## config.mk

```make
export PLATFORM = sky130hd
export DESIGN_NAME = ram32x3_ctrl
export DESIGN_NICKNAME = d
export VERILOG_FILES = /design/src/rtl/ram32x3_pkg.sv /design/src/rtl/rr_arb2.sv /design/src/rtl/ram32x3_ctrl.sv
export SDC_FILE = /design/constraint.sdc
export NUM_CORES = 1
export LEC_CHECK = 0
export ABC_AREA = 1
export BUFFER_PORTS_ARGS = -buffer_cell sky130_fd_sc_hd__buf_2
export CORE_UTILIZATION = 37
export CTS_CLUSTER_SIZE = 28
export DETAILED_ROUTE_END_ITERATION = 8
export PLACE_DENSITY = 0.73
export SLEW_MARGIN = 20
export SYNTH_ARGS = -nofsm -noshare
export SYNTH_HDL_FRONTEND = slang
export SYNTH_SLANG_ARGS = --single-unit
```

## constraint.sdc

```tcl
create_clock -name CLK -period 1.22 [get_ports CLK]
set_input_delay 0.244 -clock CLK [delete_from_list [all_inputs] [get_ports CLK]]
set_output_delay 0.244 -clock CLK [all_outputs]
set_load 0.01 [all_outputs]
```

## src/rtl/ram32x3_pkg.sv

```systemverilog
// Shared constants and state/selector types for the 32x3 RAM controller.
package ram32x3_pkg;

  localparam int ADDR_W = 5;
  localparam int DATA_W = 3;

  typedef enum logic {CLEAR, SERVE} ctrl_state_t;
  typedef enum logic {SEL_A, SEL_B} sel_t;

endpackage

```

## src/rtl/rr_arb2.sv

```systemverilog
// Two-way round-robin arbiter: bit 0 is requester A, bit 1 is requester B.
module rr_arb2
  import ram32x3_pkg::*;
(
  input  logic [1:0] req,
  input  sel_t       last,
  output logic [1:0] gnt
);

  // On a tie, the requester that did not win last time takes the grant.
  always_comb begin
    gnt = 2'b00;
    case (req)
      2'b01:   gnt = 2'b01;
      2'b10:   gnt = 2'b10;
      2'b11:   gnt = (last == SEL_B) ? 2'b01 : 2'b10;
      default: gnt = 2'b00;
    endcase
  end

endmodule

```

## src/rtl/ram32x3_ctrl.sv

```systemverilog
// Controller in front of a 32x3 single-port RAM: clear sweep after reset or
// on request, round-robin sharing between two requesters, registered read return.
module ram32x3_ctrl #(
  parameter int                        ADDR_W  = ram32x3_pkg::ADDR_W,
  parameter int                        DATA_W  = ram32x3_pkg::DATA_W,
  parameter logic [DATA_W-1:0]         CLR_VAL = '0
) (
  input  logic              CLK,
  input  logic              Reset_n,
  input  logic              ClearReq,
  input  logic              ReqA,
  input  logic              WrA,
  input  logic [ADDR_W-1:0] AddrA,
  input  logic [DATA_W-1:0] DinA,
  output logic              GntA,
  output logic              RvalidA,
  output logic [DATA_W-1:0] DoutA,
  input  logic              ReqB,
  input  logic              WrB,
  input  logic [ADDR_W-1:0] AddrB,
  input  logic [DATA_W-1:0] DinB,
  output logic              GntB,
  output logic              RvalidB,
  output logic [DATA_W-1:0] DoutB,
  output logic [ADDR_W-1:0] MemAddress,
  output logic [DATA_W-1:0] MemDataIn,
  output logic              MemWrite,
  input  logic [DATA_W-1:0] MemDataOut,
  output logic              Busy
);

  import ram32x3_pkg::*;

  ctrl_state_t       state;
  logic [ADDR_W-1:0] clr_addr;
  sel_t              last_gnt;
  logic              serve_en;
  logic [1:0]        arb_req;
  logic [1:0]        gnt;

  // A clear request in SERVE suppresses all grants for that cycle.
  assign serve_en = (state == SERVE) && !ClearReq;
  assign arb_req  = serve_en ? {ReqB, ReqA} : 2'b00;

  rr_arb2 u_arb (
    .req  (arb_req),
    .last (last_gnt),
    .gnt  (gnt)
  );

  assign GntA = gnt[0];
  assign GntB = gnt[1];
  assign Busy = (state == CLEAR);

  always_comb begin
    MemAddress = '0;
    MemDataIn  = '0;
    MemWrite   = 1'b0;
    if (state == CLEAR) begin
      MemAddress = clr_addr;
      MemDataIn  = CLR_VAL;
      MemWrite   = 1'b1;
    end else if (gnt[0]) begin
      MemAddress = AddrA;
      MemDataIn  = DinA;
      MemWrite   = WrA;
    end else if (gnt[1]) begin
      MemAddress = AddrB;
      MemDataIn  = DinB;
      MemWrite   = WrB;
    end
  end

  // Sweep sequencing, grant history and read-return capture.
  always_ff @(posedge CLK or negedge Reset_n) begin
    if (!Reset_n) begin
      state    <= CLEAR;
      clr_addr <= '0;
      last_gnt <= SEL_B;
      RvalidA  <= 1'b0;
      RvalidB  <= 1'b0;
      DoutA    <= '0;
      DoutB    <= '0;
    end else begin
      RvalidA <= 1'b0;
      RvalidB <= 1'b0;
      case (state)
        CLEAR: begin
          if (&clr_addr) begin
            state    <= SERVE;
            clr_addr <= '0;
          end else begin
            clr_addr <= clr_addr + ADDR_W'(1);
          end
        end
        SERVE: begin
          if (ClearReq) begin
            state    <= CLEAR;
            clr_addr <= '0;
          end else if (gnt[0]) begin
            last_gnt <= SEL_A;
            if (!WrA) begin
              DoutA   <= MemDataOut;
              RvalidA <= 1'b1;
            end
          end else if (gnt[1]) begin
            last_gnt <= SEL_B;
            if (!WrB) begin
              DoutB   <= MemDataOut;
              RvalidB <= 1'b1;
            end
          end
        end
        default: state <= CLEAR;
      endcase
    end
  end

endmodule

```

==> flow_metrics.py <==
metrics = {
    "sta": {
        "period_minus_slack_ns": 1.661,
        "fin_crit_sh": 1.362,
        "relSlewSlack": 0.7685,
        "drv_slew": 0,
        "fmax_mhz": 602.0,
        "skew_ns": 0.001412,
        "finalSetupTns_ns": -7.038,
        "fin_ws_ns": -0.4411,
        "tightest_slew_ns": 0.3473,
        "hold_viol_final": 0,
        "finalSetupViolCount": 26,
        "rsz0062_at_grt": "true",
    },
    "die": {
        "rows": 16,
        "start_util": 0.4063,
        "die_w_um": 49.35,
        "die_area_um2": 2435,
        "io_pins": 46,
        "die_h_um": 49.35,
        "core_um2": 2042,
    },
    "cells_and_area": {
        "diodes": 0,
        "utilization": 0.7310,
        "multiInputGateArea_um2": 523.0,
        "nets": 210,
        "layout_common_cells": "37 x buf_2, 31 x nand2_1, 15 x buf_6, 15 x buf_4",
        "fill_cells": 169,
        "area_delta_synth_final_pct": 79.94,
        "stdcell_area_um2": 1493,
        "regArea_um2": 377.9,
        "final_common_cell": "buf_2",
        "drive_gt1_frac": 0.6133,
    },
    "worst_setup_path": {
        "crit_cells": 6,
        "rr_startpoint": "state",
        "cp-endpoint": "MemAddress[0]",
        "crit_fanout": 8,
        "cp_num_buf_inv": 2,
        "reg2reg_setup_slack_ns": -0.26,
        "worst-setup-path-type": "flop to primary output",
        "cpPeakStageDelay_ns": 0.57,
        "cp.required_ns": 0.98,
        "cp-start-kind": "flop",
        "cp.arrival_ns": 1.42,
        "cp_top_family": "flip-flops",
        "reg2reg_to": "DoutA[2]",
        "worst_path_max_delay_cell": "dfstp_2",
        "crit_chain": "nor2_2 > nor2_2 > buf_6 > nand2_2 > nand3_2 > buf_6",
        "crit_path_start": "last_gnt",
        "end_kind": "primary output",
        "r2r.worst_path.cells": 8,
    },
    "global_routing": {
        "grt_pass1_vias": 1036,
        "grtUsageTotal": 0.2446,
        "grt_overflow": 0,
        "grt_pass1_wl_um": 4560,
        "use_met3": 0.04050,
        "grt_max_degree": 16,
        "antenna_found_initial": 0,
        "gr-usage-met1": 0.2769,
        "grt.busiest_layer": "met2",
        "use_met2": 0.4384,
    },
    "place": {
        "place_ws_ns": -0.2496,
        "gp_congestion": 0.7944,
        "io_buffers": 45,
        "dp.final_hpwl_um": 1738,
        "placedInstanceArea_um2": 1202,
    },
    "route": {
        "first_pass_iters": 4,
        "post-route-drc-count": 0,
        "drt-vias-per-instance": 4.904,
        "drtAntennaViolNets": 0,
        "detail_route.iter0.violations": 15,
        "drt-total-wl_um": 2720,
        "vias": 1020,
        "routedWlPerCell_um": 13.08,
    },
    "logic_synthesis": {
        "synthMuxAreaShare": 0,
        "ys_ff_latch": 15,
        "syn_nets": 138,
        "synth.yosys.seq_area_share": 0.4540,
        "netlist_area_um2": 829.5,
        "synthesis.instances": 110,
        "synth_top_family_by_area": "simple AND/OR/NAND/NOR gates",
        "synthAdderAreaFrac": 0.03017,
        "syn_avg_cell_area_um2": 7.541,
        "synth_xor_area_frac": 0,
        "yosys.area_share.simple": 0.3801,
        "ys_types": 18,
        "ys_warn_count": 0,
        "synth_compound_area_frac": 0.05430,
    },
    "cts": {
        "cts_buffers": 3,
        "htreeDepth": 1,
        "clkSlewWorstSetupHoldPaths_ns": 0.10,
        "clock_latency_ns": 0.28,
        "root_buffer": "clkbuf_4",
        "cts.sinks": 15,
        "cts_tree": "done",
        "clock_path_buffers": 2,
    },
    "worst_hold_path": {
        "min_path_type": "primary input to flop",
    },
    "power_and_ir_drop": {
        "ir_drop_v": 0.001283,
        "pwr_density_cell_nw_per_um2": 2104,
        "leakage_uw": 0.0008226,
    },
    "job": {
        "cap_viol_max_count": 0,
    },
    "status": {
        "violations": "setup timing",
        "status": "finished, violations left",
    },
}
what timing repair did:
action | in CTS | in global routing
hold endpoints to repair | 14 | 0
hold buffers | 1 | 0
resized for setup | 32 | 18
cloned | 2 | 0
setup buffers | 4 | 3
setup endpoints to repair | 24 | 26
pin swaps | 11 | 10
where the power goes:
part           total [uW]  leakage (uW)  switching, uW  internal, uW
combinational        1960      0.000619            934          1030
sequential            879      0.000190            166           713
clock                 300     0.0000139            176           124
worst min-delay path: stages:
cell     delay, ns
buf_2         0.09
nand3_1       0.07
nand2_1       0.07
registers in the layout, summed over array words and instances (netlist names):
name,cells
RvalidA,1
clr_addr,5
RvalidB,1
last_gnt,1
state,1
DoutA,3
DoutB,3
per-layer routing:
layer	share of wire	wire (um)	vias up
li1	-	-	495
met1	0.38	1039	479
met2	0.54	1464	38
met3	0.055	150	8
met4	0.024	65	0
met5	0	0	-
how the worst min path moves through the flow:
stage,start,end,slack [ns],depth (start not counted)
5_1_grt,MemDataOut[0],DoutA[0],0.22,3
2_1_floorplan,Reset_n,DoutA[0],-0.05,0
3_5_place_dp,Reset_n,clr_addr[2],0.17,1
3_3_place_gp,Reset_n,clr_addr[1],0.16,1
4_1_cts,MemDataOut[1],DoutA[1],0.22,3
6_report,MemDataOut[2],DoutA[2],0.22,3
cell type report:
type | instances | area share
multi-input combinational | 82 | 0.3504
timing repair buffer | 68 | 0.3194
sequential | 15 | 0.2531
inverter | 11 | 0.02934
tap | 27 | 0.02263
clock buffer | 3 | 0.01509
clock inverter | 1 | 0.005029
timing repair inverter | 1 | 0.005029
synth_stat cells, drive strengths merged:
cell | instances | area (um^2)
nand2 | 47 | 176.4
nand3 | 16 | 85.08
dfrtp | 14 | 350.3
inv | 11 | 41.29
nor2 | 6 | 35.03
buf | 3 | 26.27
nand4 | 3 | 18.77
o21ai | 3 | 15.01
a22o | 2 | 17.52
ha | 2 | 25.02
a21oi | 1 | 5.000
dfstp | 1 | 26.28
o21a | 1 | 7.510
stage by stage:
step	hold WS, ns	power, uW	cells
6_report	0.2191	3141	208
5_1_grt	0.2214	3368	208
4_1_cts	0.2173	2867	205
3_5_place_dp	0.1670	2161	194
3_3_place_gp	0.1610	2108	194
2_1_floorplan	-0.05159	1580	110
logic make-up (layout without fill, tap and decap cells):
group	count (synthesis)	count (layout)
AND/OR/NAND/NOR	72	73
AO/OA/AOI/OAI	7	7
buffers and inverters	14	84
flip-flops	15	15
adder cells (fa/ha/maj)	2	2
Note: power is estimated with default switching activity, not from simulation.
